==> config.mk <==
export PLATFORM = sky130hd
export DESIGN_NAME = multicycle_ctrl
export DESIGN_NICKNAME = d
export VERILOG_FILES = /design/src/rtl/multicycle_ctrl.sv
export SDC_FILE = /design/constraint.sdc
export NUM_CORES = 1
export LEC_CHECK = 0
export BUFFER_PORTS_ARGS = -buffer_cell sky130_fd_sc_hd__buf_4
export CORE_UTILIZATION = 50
export CTS_BUF_LIST = sky130_fd_sc_hd__clkbuf_2
export CTS_CLUSTER_DIAMETER = 30
export CTS_CLUSTER_SIZE = 8
export DETAILED_ROUTE_END_ITERATION = 10
export PLACE_DENSITY_LB_ADDON = 0.1
export REMOVE_ABC_BUFFERS = 1
export SETUP_SLACK_MARGIN = 0.3
export SLEW_MARGIN = 20
export SYNTH_ARGS = -nofsm -noshare
export SYNTH_HDL_FRONTEND = slang
export SYNTH_SLANG_ARGS = --single-unit
==> constraint.sdc <==
create_clock -name clk -period 3.7 [get_ports clk]
set_input_delay 0.925 -clock clk [delete_from_list [all_inputs] [get_ports clk]]
set_output_delay 0.925 -clock clk [all_outputs]
set_load 0.005 [all_outputs]
==> src/rtl/multicycle_ctrl.sv <==
// ---------------------------------------------------------------------------
// multicycle_ctrl
//
// Control unit for a multicycle RV32I-style datapath.  Sequences every
// instruction through fetch, decode, execute, optional memory access and
// write-back, and drives the datapath strobes and mux selects.  It also
// watches memory handshakes for stalls and counts retired instructions.
//
// Parameters
//   MEM_TIMEOUT  wait cycles without mem_ack before mem_err pulses (1..255)
//   CNT_W        width of the retire counter
//
// Ports
//   clk, rst_n      clock (rising edge) and asynchronous active-low reset
//   instr_op        IR opcode field, valid from DECODE onward
//   alu_zero        ALU take/compare flag for branches
//   mem_ack         memory handshake done (only used in FETCH and MEM)
//   mem_req/mem_we  memory request / write enable
//   mem_addr_sel    memory address mux: 0=PC, 1=ALU out
//   ir_we           instruction register load
//   alu_src_a       0=rs1, 1=PC
//   alu_src_b       0=rs2, 1=imm, 2=const 4
//   pc_we, pc_src   PC load and PC source: 0=PC+4, 1=ALU out, 2=PC+imm
//   reg_we, wb_sel  register write and write-back source: 0=ALU, 1=mem, 2=PC+4
//   state           current FSM state
//   retire          one-cycle pulse per completed instruction
//   retire_cnt      wrapping count of retire pulses
//   mem_err         one-cycle pulse when a memory wait times out
//   trap            sticky illegal-opcode flag
//
// Configuration
//   ILLEGAL_TRAP_EN  defined: unknown opcodes enter TRAP and set trap until
//                    reset.  Undefined (default): unknown opcodes retire as
//                    NOPs, trap is tied low and TRAP is unreachable.
//
// state  | meaning
// -------+------------------------------------------------------------
// FETCH  | request instruction at PC, load IR on mem_ack
// DECODE | one idle cycle while the register file/immediate settle
// EXEC   | drive ALU selects by opcode; branches and NOPs retire here
// MEM    | load/store access at ALU address, hold until mem_ack
// WB     | register write, PC update, retire
// TRAP   | illegal opcode seen, everything quiet until reset
// ---------------------------------------------------------------------------
module multicycle_ctrl #(
    parameter int unsigned MEM_TIMEOUT = 15,
    parameter int unsigned CNT_W       = 32
) (
    input  logic             clk,
    input  logic             rst_n,
    input  logic [6:0]       instr_op,
    input  logic             alu_zero,
    input  logic             mem_ack,
    output logic             mem_req,
    output logic             mem_we,
    output logic             mem_addr_sel,
    output logic             ir_we,
    output logic             alu_src_a,
    output logic [1:0]       alu_src_b,
    output logic             pc_we,
    output logic [1:0]       pc_src,
    output logic             reg_we,
    output logic [1:0]       wb_sel,
    output logic [2:0]       state,
    output logic             retire,
    output logic [CNT_W-1:0] retire_cnt,
    output logic             mem_err,
    output logic             trap
);

    typedef enum logic [2:0] {
        S_FETCH  = 3'd0,
        S_DECODE = 3'd1,
        S_EXEC   = 3'd2,
        S_MEM    = 3'd3,
        S_WB     = 3'd4,
        S_TRAP   = 3'd5
    } state_t;

    typedef enum logic [3:0] {
        CLS_R,
        CLS_I,
        CLS_LOAD,
        CLS_STORE,
        CLS_LUI,
        CLS_AUIPC,
        CLS_BRANCH,
        CLS_JAL,
        CLS_JALR,
        CLS_ILL
    } op_cls_t;

    localparam logic [6:0] OP_R      = 7'b0110011;
    localparam logic [6:0] OP_I      = 7'b0010011;
    localparam logic [6:0] OP_LOAD   = 7'b0000011;
    localparam logic [6:0] OP_STORE  = 7'b0100011;
    localparam logic [6:0] OP_LUI    = 7'b0110111;
    localparam logic [6:0] OP_AUIPC  = 7'b0010111;
    localparam logic [6:0] OP_BRANCH = 7'b1100011;
    localparam logic [6:0] OP_JAL    = 7'b1101111;
    localparam logic [6:0] OP_JALR   = 7'b1100111;

    localparam logic [7:0] TIMEOUT   = MEM_TIMEOUT[7:0];

    localparam logic [1:0] SRCB_RS2  = 2'd0;
    localparam logic [1:0] SRCB_IMM  = 2'd1;
    localparam logic [1:0] PC_PLUS4  = 2'd0;
    localparam logic [1:0] PC_ALU    = 2'd1;
    localparam logic [1:0] PC_IMM    = 2'd2;
    localparam logic [1:0] WB_ALU    = 2'd0;
    localparam logic [1:0] WB_MEM    = 2'd1;
    localparam logic [1:0] WB_LINK   = 2'd2;

    state_t           state_q, state_d;
    logic             active_q, active_d;
    logic [7:0]       wait_q, wait_d;
    logic [CNT_W-1:0] retire_cnt_q, retire_cnt_d;
    op_cls_t          cls_q, cls_d;
    logic [1:0]       link_src_q, link_src_d;
    logic             sel_a_q, sel_a_d;
    logic [1:0]       sel_b_q, sel_b_d;
    op_cls_t          op_cls;
`ifdef ILLEGAL_TRAP_EN
    logic             trap_q, trap_d;
`endif

    always_comb begin
        case (instr_op)
            OP_R:      op_cls = CLS_R;
            OP_I:      op_cls = CLS_I;
            OP_LOAD:   op_cls = CLS_LOAD;
            OP_STORE:  op_cls = CLS_STORE;
            OP_LUI:    op_cls = CLS_LUI;
            OP_AUIPC:  op_cls = CLS_AUIPC;
            OP_BRANCH: op_cls = CLS_BRANCH;
            OP_JAL:    op_cls = CLS_JAL;
            OP_JALR:   op_cls = CLS_JALR;
            default:   op_cls = CLS_ILL;
        endcase
    end

    // active_q stays low through reset and for the first edge after it, so
    // every output is quiet while rst_n is low (including mid-transaction)
    // and the request comes up cleanly on the first clock.
    always_comb begin
        state_d      = state_q;
        active_d     = 1'b1;
        cls_d        = cls_q;
        link_src_d   = link_src_q;
        sel_a_d      = sel_a_q;
        sel_b_d      = sel_b_q;
`ifdef ILLEGAL_TRAP_EN
        trap_d       = trap_q;
`endif
        mem_req      = 1'b0;
        mem_we       = 1'b0;
        mem_addr_sel = 1'b0;
        ir_we        = 1'b0;
        alu_src_a    = 1'b0;
        alu_src_b    = SRCB_RS2;
        pc_we        = 1'b0;
        pc_src       = PC_PLUS4;
        reg_we       = 1'b0;
        wb_sel       = WB_ALU;
        retire       = 1'b0;
        mem_err      = 1'b0;

        if (active_q) begin
            case (state_q)
                S_FETCH: begin
                    mem_req = 1'b1;
                    if (mem_ack) begin
                        ir_we   = 1'b1;
                        state_d = S_DECODE;
                    end
                end

                S_DECODE: begin
                    state_d = S_EXEC;
                end

                S_EXEC: begin
                    link_src_d = PC_PLUS4;
                    state_d    = S_WB;
                    case (op_cls)
                        CLS_R: ;
                        CLS_I, CLS_LUI: begin
                            alu_src_b = SRCB_IMM;
                        end
                        CLS_LOAD, CLS_STORE: begin
                            alu_src_b = SRCB_IMM;
                            state_d   = S_MEM;
                        end
                        CLS_AUIPC: begin
                            alu_src_a = 1'b1;
                            alu_src_b = SRCB_IMM;
                        end
                        CLS_BRANCH: begin
                            pc_we   = 1'b1;
                            pc_src  = alu_zero ? PC_IMM : PC_PLUS4;
                            retire  = 1'b1;
                            state_d = S_FETCH;
                        end
                        CLS_JAL: begin
                            link_src_d = PC_IMM;
                        end
                        CLS_JALR: begin
                            alu_src_b  = SRCB_IMM;
                            link_src_d = PC_ALU;
                        end
                        default: begin
`ifdef ILLEGAL_TRAP_EN
                            trap_d  = 1'b1;
                            state_d = S_TRAP;
`else
                            pc_we   = 1'b1;
                            retire  = 1'b1;
                            state_d = S_FETCH;
`endif
                        end
                    endcase
                    // MEM keeps presenting the address computation from EXEC
                    cls_d   = op_cls;
                    sel_a_d = alu_src_a;
                    sel_b_d = alu_src_b;
                end

                S_MEM: begin
                    mem_req      = 1'b1;
                    mem_addr_sel = 1'b1;
                    mem_we       = (cls_q == CLS_STORE);
                    alu_src_a    = sel_a_q;
                    alu_src_b    = sel_b_q;
                    if (mem_ack) begin
                        if (cls_q == CLS_STORE) begin
                            pc_we   = 1'b1;
                            retire  = 1'b1;
                            state_d = S_FETCH;
                        end else begin
                            state_d = S_WB;
                        end
                    end
                end

                S_WB: begin
                    reg_we  = 1'b1;
                    pc_we   = 1'b1;
                    retire  = 1'b1;
                    pc_src  = link_src_q;
                    state_d = S_FETCH;
                    if (cls_q == CLS_LOAD) begin
                        wb_sel = WB_MEM;
                    end else if (cls_q == CLS_JAL || cls_q == CLS_JALR) begin
                        wb_sel = WB_LINK;
                    end
                end

`ifdef ILLEGAL_TRAP_EN
                S_TRAP: ;
`endif

                default: begin
                    state_d = S_FETCH;
                end
            endcase
        end

        // Stall watchdog: on timeout the request simply stays up (retry);
        // an ack arriving in the timeout cycle takes priority.
        wait_d = '0;
        if (mem_req && !mem_ack) begin
            if (wait_q == TIMEOUT) begin
                mem_err = 1'b1;
            end else begin
                wait_d = wait_q + 8'd1;
            end
        end
        if (state_d != state_q) begin
            wait_d = '0;
        end

        retire_cnt_d = retire_cnt_q + CNT_W'(retire);
    end

    always_ff @(posedge clk or negedge rst_n) begin
        if (!rst_n) begin
            state_q      <= S_FETCH;
            active_q     <= 1'b0;
            wait_q       <= '0;
            retire_cnt_q <= '0;
            cls_q        <= CLS_R;
            link_src_q   <= PC_PLUS4;
            sel_a_q      <= 1'b0;
            sel_b_q      <= SRCB_RS2;
`ifdef ILLEGAL_TRAP_EN
            trap_q       <= 1'b0;
`endif
        end else begin
            state_q      <= state_d;
            active_q     <= active_d;
            wait_q       <= wait_d;
            retire_cnt_q <= retire_cnt_d;
            cls_q        <= cls_d;
            link_src_q   <= link_src_d;
            sel_a_q      <= sel_a_d;
            sel_b_q      <= sel_b_d;
`ifdef ILLEGAL_TRAP_EN
            trap_q       <= trap_d;
`endif
        end
    end

    assign state      = state_q;
    assign retire_cnt = retire_cnt_q;

`ifdef ILLEGAL_TRAP_EN
    assign trap = trap_q;
`else
    assign trap = 1'b0;
`endif

endmodule

# Word level (Yosys, flattened, before mapping)
# Cells that the tools add are included.
dict set report totals {
  register_bits 53
  latch_bits 0
  ramBits 0
  rom_bits 0
  in_bits 11
  out_inout_bits 51
  word_cells 91
  memories 0
}
dict set report op_classes {
  n_addsub 2
  n_mul 0
  n_div 0
  magnitude_cmp 0
  n_eq_ne 27
  n_shift 0
  mux 43
  bitwise 0
  n_reduce_logical 11
}
# cell n
set op_table {}
lappend op_table {{4-bit case mux with 9 select lines} 1}
lappend op_table {{32-bit by 1-bit adder with 32-bit output} 1}
lappend op_table {{8-bit two-way mux} 3}
lappend op_table {{7-bit by 6-bit == test with 1-bit output (second input constant)} 3}
lappend op_table {{7-bit == test (second input constant)} 3}
lappend op_table {{4-bit by 3-bit == test with 1-bit output (second input constant)} 5}
lappend op_table {{1-bit two-way mux} 20}
lappend op_table {{4-bit by 2-bit == test with 1-bit output (second input constant)} 4}
lappend op_table {{2-bit two-way mux} 8}
lappend op_table {{7-bit by 5-bit == test with 1-bit output (second input constant)} 2}
lappend op_table {{3-bit two-way mux} 4}
lappend op_table {{2-bit case mux with 2 select lines} 3}
lappend op_table {{3-bit case mux with 4 select lines} 1}
lappend op_table {{6-bit OR reduction} 2}
lappend op_table {{8-bit by 1-bit adder with 8-bit output (second input constant)} 1}
lappend op_table {{4-bit == test (second input constant)} 2}
lappend op_table {{8-bit by 4-bit == test with 1-bit output (second input constant)} 1}
lappend op_table {{8-bit OR reduction} 1}
lappend op_table {{7-bit by 2-bit == test with 1-bit output (second input constant)} 1}
lappend op_table {{3-bit by 2-bit == test with 1-bit output (second input constant)} 2}
lappend op_table {{3-bit case mux with 2 select lines} 1}
lappend op_table {{4-bit by 1-bit == test with 1-bit output (second input constant)} 1}
lappend op_table {{4-bit zero test} 1}
lappend op_table {{2-bit OR reduction} 2}
lappend op_table {{other kinds (10)} 10}

# Depth between registers and ports, before layout
# Gate-level depths: netlist (run 1).
dict set report depth {
  ltp_word 9
  depth_mapped 11
  ltp_nobuf 10
}

# Worst setup path before layout (run 1)
# No wires, ideal clock.
dict set report synth_path {
  path_type {input port to flip-flop}
  from {in instr_op[4]}
  to {reg retire_cnt_q[26], in the netlist retire_cnt[26]}
  setup_ns 0.079
  arrival_time_ns 3.136
  t_required_ns 3.621
  setup_slack_ns 0.485
  cell_stages 11
  n_path_buf 1
  path_cell_list {clkbuf_1 and3b_1 and2_1 o21ai_0 a32o_1 ha_1 ha_1 and4_1 nand3_1 nor4_1 xor2_1}
}
dict set report synth_via {
  elab_chain_cells 8
  word_cells_on_any_way 23
  cone_classes {add/sub: 1; eq/ne: 16; mux: 4; reduce/logical: 2}
}
# item line_no
set synth_lines {}
lappend synth_lines {{start, declared} 51} ;# input logic [6:0] instr_op,
lappend synth_lines {{7-bit == test (tied with other cells)} 128} ;# case (instr_op)
lappend synth_lines {{4-bit case mux with 9 select lines *} 128}
lappend synth_lines {{4-bit == test (tied with other cells)} -}
lappend synth_lines {{8-bit OR reduction (no line) *} -}
lappend synth_lines {{1-bit two-way mux *} -}
lappend synth_lines {{1-bit case mux with 3 select lines *} -}
lappend synth_lines {{1-bit two-way mux *} -}
lappend synth_lines {{named net pc_we} 60} ;# output logic pc_we,
lappend synth_lines {{32-bit by 1-bit adder with 32-bit output *} 282} ;# retire_cnt_d = retire_cnt_q + CNT_W'(retire);
lappend synth_lines {{named net retire_cnt_d[26]} 117} ;# logic [CNT_W-1:0] retire_cnt_q, retire_cnt_d;
lappend synth_lines {{end signal, assigned} 302} ;# retire_cnt_q <= retire_cnt_d;
lappend synth_lines {{end, declared} 117}
# Mark *: on every way through the listed nets, which the timed path passes. The rest lies on a longest branch.
# A chain may end at the register's enable or synchronous reset.

# Final worst setup path (run 1)
dict set report layout_path {
  from {in instr_op[6]}
  to {out pc_we}
}
dict set report layout_via {
  elab_chain_cells 7
  word_cells_on_any_way 22
  cone_classes {eq/ne: 16; mux: 4; reduce/logical: 2}
}
# item line_no
set layout_lines {}
lappend layout_lines {{7-bit == test (tied with other cells)} 128}
lappend layout_lines {{4-bit case mux with 9 select lines *} 128}
lappend layout_lines {{4-bit == test (tied with other cells)} 185} ;# case (op_cls)
lappend layout_lines {{8-bit OR reduction (no line) *} -}
lappend layout_lines {{1-bit two-way mux *} 185}
lappend layout_lines {{1-bit case mux with 3 select lines *} 169} ;# case (state_q)
lappend layout_lines {{1-bit two-way mux *} 168} ;# if (active_q) begin
lappend layout_lines {{end, declared} 60}
# Every way passes the cells marked *; elsewhere a longest branch is shown, timed or not.

==> out/results.ini, run 1 <==
[clock_tree]
cts_hold_buf = 0
post_cts_buffers = 0
cts.clk_slew.worst_paths_ps = 270
clkSinkCount = 52
cts.path.max_buffers = 2
cts_tree = yes
cts_root_buf = clkbuf_2
clock_latency_ps = 440
cts_buffers = 5
post_cts_resized = 0
htree_levels = 2

[global_route]
grt_pass1_wl_um = 9350
grt_pass1_vias = 2034
overflow = 0
grt_use_total = 0.216
grt_max_degree = 53
antenna_found_initial = 0

[setup_path]
worstPathArrival_ps = 2170
critPathKind = input pin to output port
cp_data_required_time_ps = 2770
rrSetupSlack_ps = 820
critPathLaunchType = input pin
reg2reg_depth = 10
rr_startpoint = cls_q[3]$_DFFE_PN0P_
critical_path.max_fanout = 8
r2r_end = retire_cnt[26]$_DFF_PN0_
end_kind = output port

[logic_synthesis]
synthAdderAreaFrac = 0.0138
synth_cells = 281
ys_seq_area_frac = 0.478
synth.cell_area_mm2 = 0.00272
synth_top_family_by_area = simple AND/OR/NAND/NOR gates
yosys.area_share.xor_xnor = 0.119
yosys_warnings = 0
synthSimpleGateAreaFrac = 0.274
synth_seq_cells = 52
synthMuxAreaShare = 0.00781
avgSynthCellArea_um2 = 9.69
synthArstFlopShare = 1.00
synth_edf_count = 0
synth_compound_area_frac = 0.0767
synth_ff_type = dfrtp_1
synth_cell_types = 46

[die]
initial_core_util = 0.526
fp.dieH_um = 75.8
chipWidth_um = 75.8
die_area_mm2 = 0.00574
core_area_mm2 = 0.00517
rows = 26
ioPinCount = 62

[layout]
diodes = 0
drive_gt1_frac = 0.224
regArea_mm2 = 0.00130
multi_input_area_mm2 = 0.00136
syn2layout_area_growth_pct = 20.0
stdcell_count = 409
fillCellCount = 450
finish.utilization = 0.632
fin_nets = 352

[detailed_routing]
wl_met1_um = 2820
wl_per_cell_um = 14.1
ant_nets = 0
drt_wl_total_um = 5780
first_pass_iters = 4
avgViaCountPerCell = 5.53
wl_met3_um = 209
remaining_drc_errors = 0
vias = 2262
dr_wl_met2_um = 2680
top_layer = met4
drt-initial-drc-count = 52

[sta]
max_slew.worst_pin.slew_ps = 658
finalCritPeriodShare = 0.837
finalCriticalPeriod_ps = 3100
final-setup-viol-count = 0
maxClockFrequency_mhz = 323
slew_violations = 0
fin_setup_tns_ps = 0
setup_slack_ps = 602
hold_viol = 0
rsz0062_at_grt = no
skew_ps = 25.6
slew_headroom = 0.558

[power]
power_uw = 1080
power_per_cell_area_mw_per_mm2 = 331
ir_drop_mv = 0.165
p_leak_uw = 0.00154

[hold_path]
min_path_type = input pin to async pin

[status]
status = complete, no violations

[placement]
gp_congestion = 0.811
place_ws_ps = 308
io_buffers = 59
place_inst = 401
hpwl_um = 4190

[flow_run]
maxCapViolCount = 0

sequential cells by signal, indices dropped and copies added (netlist names):
signal,cells
cls_q,4
retire_cnt,32
state,3
sel_b_q,1
active_q,1
wait_q,8
link_src_q,2
sel_a_q,1
kinds of logic after synthesis:
| family | Yosys count |
|---|---|
| AND/OR/NAND/NOR | 134 |
| AO/OA/AOI/OAI | 34 |
| flip-flops | 52 |
| adder cells (fa/ha/maj) | 3 |
| buffers and inverters | 17 |
| XOR/XNOR | 37 |
| other | 2 |
| multiplexers | 2 |
cell usage in the layout, fill, tap and decap left out, types with 3 or more instances in the layout:
| cell | netlist | routed |
|---|---|---|
| nand4_1 | 17 | 17 |
| and3_1 | 7 | 7 |
| o21ai_1 | 4 | 4 |
| nor4_1 | 6 | 6 |
| clkbuf_2 | 0 | 5 |
| nand4b_1 | 3 | 3 |
| nor3_1 | 8 | 8 |
| ha_1 | 3 | 3 |
| conb_1 | 2 | 3 |
| buf_4 | 3 | 61 |
| and2_1 | 5 | 5 |
| nand3_1 | 16 | 16 |
| a21o_1 | 4 | 4 |
| xor2_1 | 12 | 12 |
| inv_1 | 5 | 5 |
| nor3b_1 | 3 | 3 |
| a21oi_1 | 7 | 7 |
| xnor2_1 | 25 | 25 |
| o21ai_0 | 10 | 10 |
| dfrtp_1 | 52 | 52 |
| nand2b_1 | 3 | 3 |
| nor2_1 | 21 | 21 |
| nand2_1 | 27 | 27 |
per-stage QoR:
| stage | hold WS [ps] | cell area, um^2 |
|---|---|---|
| 3_3_place_gp | 458 | 3210 |
| 2_1_floorplan | 442 | 2670 |
| 4_1_cts | 475 | 3260 |
| 3_5_place_dp | 466 | 3210 |
| 5_1_grt | 473 | 3270 |
| 6_report | 462 | 3270 |
critical path: stages:
cell,delay [ps]
buf_4,140
nor3b_1,340
o21ai_0,150
a21o_1,210
a32o_1,260
buf_4,150
layout make-up:
cell class | instances | area share
clock inverters | 3 | 0.00574
inverters | 5 | 0.00574
well taps | 70 | 0.0268
clock buffers | 5 | 0.00766
repair buffers | 61 | 0.140
flip-flops and latches | 52 | 0.398
multi-input cells | 213 | 0.416
Yosys cell counts, drive strengths merged (2+ instances only):
master	instances	area share
dfrtp	52	0.48
nand2	27	0.037
xnor2	25	0.080
nor2	21	0.029
nand3	18	0.037
nand4	17	0.039
o21ai	14	0.026
xor2	12	0.039
nor3	9	0.018
clkbuf	8	0.011
a21oi	7	0.013
and3	7	0.016
nor4	7	0.018
and2	5	0.011
inv	5	0.0069
a21o	4	0.011
buf	4	0.010
nor3b	4	0.013
ha	3	0.014
nand2b	3	0.0069
nand4b	3	0.0097
a22oi	2	0.0055
and3b	2	0.0064
and4	2	0.0064
conb	2	0.0028
nand3b	2	0.0055
nor2b	2	0.0046
o31ai	2	0.0055
worst max path at each step:
stage               slack [ps]  cells after the start                from                        to
finish                     600                      6         instr_op[6]                     pc_we
global placement           430                     11         instr_op[6]  retire_cnt[26]$_DFF_PN0_
floorplan                  700                     10         instr_op[6]  retire_cnt[26]$_DFF_PN0_
CTS                        610                      6         instr_op[6]                     pc_we
detailed placement         310                     11         instr_op[6]  retire_cnt[28]$_DFF_PN0_
global route               500                      6  state[2]$_DFF_PN0_                 pc_src[1]
metal layers:
layer | GRT usage | vias to the layer above
li1 | - | 1104
met1 | 0.299 | 1097
met2 | 0.345 | 54
met3 | 0.0410 | 7
met4 | 0.0658 | 0
met5 | 0 | -
power by group:
part | leakage [uW] | switching (uW) | internal (uW)
clock | 0.0000327 | 185 | 46.1
combinational | 0.000800 | 86.2 | 96.1
sequential | 0.000702 | 61.0 | 607
total | 0.00154 | 332 | 749
(Power assumes the default switching activity.)
==> run 2, diff against run 1 <==
Settings changed: ABC_AREA from default to 1.
Clock period 3.7 ns to 2.8 ns, I/O delays scaled along.
==> run 2 against run 1 <==
Effect of this change: synthesized area increased by 6.7%; non-clock buffer count increased by 43; via count increased by 19%; routed wire length increased by 27%; hold slack got worse by 210 ps; clock-buffer cell count unchanged; first-iteration DRC count increased to 2.8 times the previous value; core utilization increased by 8.4 points; die area increased by 6.5%; total power increased by 70%; setup slack got worse by 380 ps; cell count increased by 32%; critical endpoint unchanged; largest power group unchanged.
==> out/results.ini, run 2 <==
[global_route]
antenna_found_initial = 0  ; unchanged
grt_use_total = 0.240  ; +0.0242
grt_pass1_vias = 2509  ; +23%
overflow = 0  ; unchanged
grt_max_degree = 53  ; unchanged
grt_pass1_wl_um = 11500  ; +23%

[logic_synthesis]
avgSynthCellArea_um2 = 8.07  ; -17%
synth.cell_area_mm2 = 0.00290  ; +6.7%
synth_cell_types = 34  ; -26%
synth.area.top_cells = dfrtp_1, nand2_1, xor2_1
synth_ff_type = dfrtp_1
yosys_warnings = 0  ; unchanged
post-synth-top-count-cell = nand2_1
synth_top_area_cell = dfrtp_1
ys_seq_area_frac = 0.448  ; -0.0299
synth_edf_count = 0  ; unchanged
ys_top_cells_by_count = nand2_1, dfrtp_1, nor2_1
synth_cells = 360  ; +28%
synthArstFlopShare = 1.00  ; unchanged
netlist.area_leader.share = 0.448  ; -0.0299
synth_seq_cells = 52  ; unchanged

[layout]
drive_gt1_frac = 0.377  ; +0.153
fin_nets = 481  ; +37%
diodes = 0  ; unchanged
finish.utilization = 0.716  ; +0.0843
final_cell_mix = buf_4, nand2_1, dfrtp_1, nor2_1, inv_1
largest_reg_flops = 32  ; unchanged
syn2layout_area_growth_pct = 36.6
layout_commonest_cell = buf_4

[clock_tree]
cts_root_buf = clkbuf_2
clkSinkCount = 52  ; unchanged
cts_buffers = 5  ; unchanged
htree_levels = 2  ; unchanged
cts.path.max_buffers = 2  ; unchanged
clock_latency_ps = 420  ; -20 ps
cts.clk_slew.worst_paths_ps = 240  ; -30 ps
cts_hold_buf = 0  ; unchanged
cts_tree = yes

[placement]
gp_congestion = 0.935  ; +15%
io_buffers = 59  ; unchanged
place_ws_ps = -45.8  ; -353 ps
hpwl_um = 5020  ; +20%

[sta]
setup_slack_ps = 223  ; -379 ps
skew_ps = 22.1  ; -3.49 ps
finalCritPeriodShare = 0.920
fin_setup_tns_ps = 0  ; unchanged
finalCriticalPeriod_ps = 2580
slew_headroom = 0.559  ; +0.000770
final-setup-viol-count = 0  ; unchanged
hold_viol = 0  ; unchanged
slew_violations = 0  ; unchanged
max_slew.worst_pin.slew_ps = 662  ; +3.79 ps
rsz0062_at_grt = yes
maxClockFrequency_mhz = 388

[detailed_routing]
first_pass_iters = 4  ; unchanged
drt_wl_total_um = 7350  ; +27%
remaining_drc_errors = 0  ; unchanged
vias = 2684  ; +19%
avgViaCountPerCell = 4.98  ; -10%
ant_nets = 0  ; unchanged
wl_per_cell_um = 13.6  ; -3.4%
drt-initial-drc-count = 148  ; +180%

[power]
switching_power_uw = 643  ; +94%
p_leak_uw = 0.00202  ; +31%
pwr-share-seq = 0.528  ; -0.090
internal_power_uw = 1190  ; +59%
ir_drop_mv = 0.385  ; +130%
comb_power_share = 0.322  ; +0.153
power_per_cell_area_mw_per_mm2 = 462  ; +40%
clkPwrFrac = 0.149  ; -0.065
p_sw_frac = 0.351  ; +0.0435

[status]
status = complete, no violations

[die]
rows = 27  ; +3.8%
die_area_mm2 = 0.00612  ; +6.5%
ioPinCount = 62  ; unchanged
core_area_mm2 = 0.00554  ; +7.1%
fp.dieH_um = 78.2  ; +3.2%
initial_core_util = 0.524  ; -0.00220
chipWidth_um = 78.2  ; +3.2%

[hold_path]
min_path_type = input pin to async pin

[setup_path]
r2r_end = retire_cnt[20]$_DFF_PN0_
end_kind = output port
rr_startpoint = state[0]$_DFF_PN0_
rrSetupSlack_ps = 390  ; -430 ps
critPathKind = register to output port
critical_path.max_fanout = 4  ; -4
worstPathArrival_ps = 1880  ; -290 ps
critPathLaunchType = register
startpoint = state[0]$_DFF_PN0_
reg2reg_depth = 13  ; +3
crit_path_end = pc_we
cp_data_required_time_ps = 2100  ; -670 ps

[flow_run]
maxCapViolCount = 0  ; unchanged

run 2: what timing repair did:
item,CTS,global route
gates resized for setup,4,51
setup endpoints to repair,6,23
pin swaps,4,15
buffers inserted,23,14
gates cloned,0,0
run 2: worst max-delay path, stage by stage, from the launching register on:
cell,delay [ps]
dfrtp_2,500
inv_2,90
nand3_4,90
nor2_4,140
nand2_2,80
o211ai_1,270
buf_4,190
buf_6,90
run 2: through the flow:
stage / area, um^2 / hold slack (ps) / power, uW / std cells
floorplan: 2870 / 404 / 1220 / 356
global placement: 3470 / 445 / 1430 / 495
detailed placement: 3470 / 441 / 1440 / 495
CTS: 3680 / 270 / 1750 / 525
global route: 3970 / 275 / 1950 / 539
finish: 3970 / 252 / 1830 / 539
run 2: final cells by class:
type | count | area (um^2)
clock inverter | 2 | 7.51
fill | 451 | 1570
multi-input combinational | 256 | 1560
tap | 72 | 90.1
clock buffer | 5 | 25.0
sequential | 52 | 1310
timing repair buffer | 104 | 796
inverter | 48 | 183
run 2: logic make-up (layout without fill, tap and decap cells):
family | after synthesis | in the layout | synth area share
other | 2 | 3 | 0.00259
flip-flops | 52 | 52 | 0.448
XOR/XNOR | 32 | 32 | 0.0965
AO/OA/AOI/OAI | 14 | 14 | 0.0293
adder cells (fa/ha/maj) | 3 | 3 | 0.0129
AND/OR/NAND/NOR | 204 | 204 | 0.336
buffers and inverters | 53 | 159 | 0.0741
run 2: power groups by stage:
stage / Sequential, uW / Combinational, uW / Clock (uW)
2_1_floorplan: 956 / 260 / 0
3_3_place_gp: 968 / 464 / 0
3_5_place_dp: 967 / 470 / 0
4_1_cts: 952 / 509 / 287
5_1_grt: 985 / 648 / 315
6_report: 969 / 591 / 274
run 2: worst min path at each step:
stage | slack, ps | cells after the start | end
5_1_grt | 280 | 1 | retire_cnt[29]$_DFF_PN0_
4_1_cts | 270 | 1 | retire_cnt[13]$_DFF_PN0_
2_1_floorplan | 400 | 0 | active_q$_DFF_PN0_
6_report | 250 | 1 | retire_cnt[17]$_DFF_PN0_
3_3_place_gp | 450 | 1 | wait_q[0]$_DFF_PN0_
3_5_place_dp | 440 | 1 | wait_q[0]$_DFF_PN0_
run 2: metal layers:
layer	global-route usage	routed length (um)	vias up	share of wire
met5	0	0	-	0
met4	0.0630	85	0	0.012
met3	0.0407	344	9	0.047
met2	0.377	3460	83	0.47
met1	0.344	3460	1260	0.47
li1	-	-	1332	-
==> run 3, diff against run 2 <==
Settings changed: CAP_MARGIN from default to 20, PLACE_DENSITY_LB_ADDON 0.1 to 0.12, SKIP_LAST_GASP from default to 1.
==> run 3 against run 2 <==
Effect of this change: design area shrank 3.6%; non-clock buffer count shrank 15; maximum frequency grew 2.2%; setup slack gained 56 ps; clock-buffer cell count grew 1; via count shrank 0.48%; combinational power grew 0.8%.
==> out/results.ini, run 3 (synthesized netlist as in run 2, its figures left out) <==
[status]
status = complete, no violations

[clock_tree]
clock_latency_ps = 440  ; +20 ps
cts_root_buf = clkbuf_2
clkSinkCount = 52  ; unchanged
cts_buffers = 5  ; unchanged
cts_hold_buf = 0  ; unchanged
cts.clk_slew.worst_paths_ps = 280  ; +40 ps
cts_tree = yes
htree_levels = 2  ; unchanged
cts.path.max_buffers = 2  ; unchanged

[global_route]
antenna_found_initial = 0  ; unchanged
grt_pass1_vias = 2523  ; +0.56%
grt_max_degree = 53  ; unchanged
overflow = 0  ; unchanged
grt_use_total = 0.236  ; -0.00441
grt_pass1_wl_um = 11200  ; -2.0%

[layout]
final_cell_mix = buf_4, nand2_1, dfrtp_1, nor2_1, inv_1
finish.utilization = 0.690  ; -0.0257
largest_reg_flops = 32  ; unchanged
syn2layout_area_growth_pct = 31.7
diodes = 0  ; unchanged
fin_nets = 466  ; -3.1%
drive_gt1_frac = 0.340  ; -0.0369
layout_commonest_cell = buf_4

[sta]
slew_violations = 0  ; unchanged
maxClockFrequency_mhz = 397  ; +2.2%
final-setup-viol-count = 0  ; unchanged
hold_viol = 0  ; unchanged
skew_ps = 42.6  ; +20.4 ps
slew_headroom = 0.562  ; +0.00338
rsz0062_at_grt = yes
finalCritPeriodShare = 0.901  ; -0.0199
max_slew.worst_pin.slew_ps = 657  ; -5.07 ps
finalCriticalPeriod_ps = 2520  ; -55.6 ps

[die]
ioPinCount = 62  ; unchanged
core_area_mm2 = 0.00554  ; unchanged
initial_core_util = 0.524  ; unchanged
rows = 27  ; unchanged
die_area_mm2 = 0.00612  ; unchanged
fp.dieH_um = 78.2  ; unchanged
chipWidth_um = 78.2  ; unchanged

[setup_path]
critical_path.max_fanout = 4  ; unchanged
cp_data_required_time_ps = 2100  ; about the same
critPathKind = register to output port
reg2reg_depth = 15  ; +2
critPathLaunchType = register
worstPathArrival_ps = 1820  ; -60 ps
end_kind = output port
rr_startpoint = state[2]$_DFF_PN0_
rrSetupSlack_ps = 430  ; +40 ps
r2r_end = retire_cnt[20]$_DFF_PN0_

[placement]
hpwl_um = 5080  ; +1.3%
io_buffers = 59  ; unchanged
gp_congestion = 0.891  ; -4.7%

[power]
p_leak_uw = 0.00193  ; -4.2%
ir_drop_mv = 0.353  ; -8.3%
power_per_cell_area_mw_per_mm2 = 511  ; +10%
power_uw = 1950  ; +6.4%

[detailed_routing]
drt_wl_total_um = 7150  ; -2.7%
wl_per_cell_um = 13.6  ; -0.13%
avgViaCountPerCell = 5.09  ; +2.2%
first_pass_iters = 6  ; +2
vias = 2671  ; -0.48%
remaining_drc_errors = 0  ; unchanged
ant_nets = 0  ; unchanged
drt-initial-drc-count = 189  ; +28%

[flow_run]
maxCapViolCount = 0  ; unchanged

[hold_path]
min_path_type = input pin to async pin

[run 3: cell types whose count changed in the layout (fill, tap and decap cells not counted), moves of 2 or more]
cell      previous run  this run
nor2_1              39        44
nor2_2              12         9
nand2_2              7        10
clkinv_1             2         0
nor2_4               7         5
nand2_4              5         1
buf_4              101        87
[run 3: worst max path at each step]
stage	startpoint	cells after the start	slack, ps	to
CTS	active_q$_DFF_PN0_	8	270	mem_addr_sel
finish	state[2]$_DFF_PN0_	9	280	retire
global placement	instr_op[1]	16	50	retire_cnt[28]$_DFF_PN0_
floorplan	instr_op[1]	15	70	retire_cnt[28]$_DFF_PN0_
global route	state[2]$_DFF_PN0_	9	140	retire
detailed placement	instr_op[1]	16	-40	retire_cnt[28]$_DFF_PN0_
[run 3: repair_timing]
item	4_1_cts	5_1_grt
resized for setup	7	29
pin swaps	1	12
endpoints found under the hold margin	0	0
setup endpoints to repair	9	22
buffers inserted	12	12
[run 3: area by class of cell]
cell class	instances	area [um^2]
timing repair buffer	89	676
clock inverter	2	35.0
tap	72	90.1
inverter	48	183
clock buffer	6	30.0
sequential	52	1300
fill	468	1720
multi-input combinational	256	1510
[run 3: metal layers]
layer,part of all wire,track usage,up-vias
li1,-,-,1312
met1,0.42,0.285,1239
met2,0.51,0.418,101
met3,0.048,0.0419,19
met4,0.027,0.0870,0
met5,0,0,-
[run 3: metrics by stage]
stage               hold WS (ps)  instance area [um^2]  setup WS (ps)  instances  TNS (ps)
finish                       228                  3820            279        525         0
global route                 244                  3820            137        525         0
CTS                          248                  3620            272        513         0
detailed placement           458                  3450          -44.8        493     -44.8
global placement             444                  3450           50.9        493         0
floorplan                    404                  2870           71.3        356         0
[run 3: critical path, cell delays in order, from the launching register on]
cell      delay [ps]
dfrtp_1          470
inv_2            130
nand3_4           90
nor2_4           110
inv_2             70
nor2_4           120
nand2_2           50
o211ai_1         100
buf_4            170
buf_6             90
[run 3: where the power goes]
| group | internal, uW | total (uW) | switching (uW) | leakage (uW) |
|---|---|---|---|---|
| Sequential | 851 | 970 | 119 | 0.000677 |
| Clock | 153 | 387 | 233 | 0.0000430 |
| Combinational | 282 | 596 | 313 | 0.00121 |
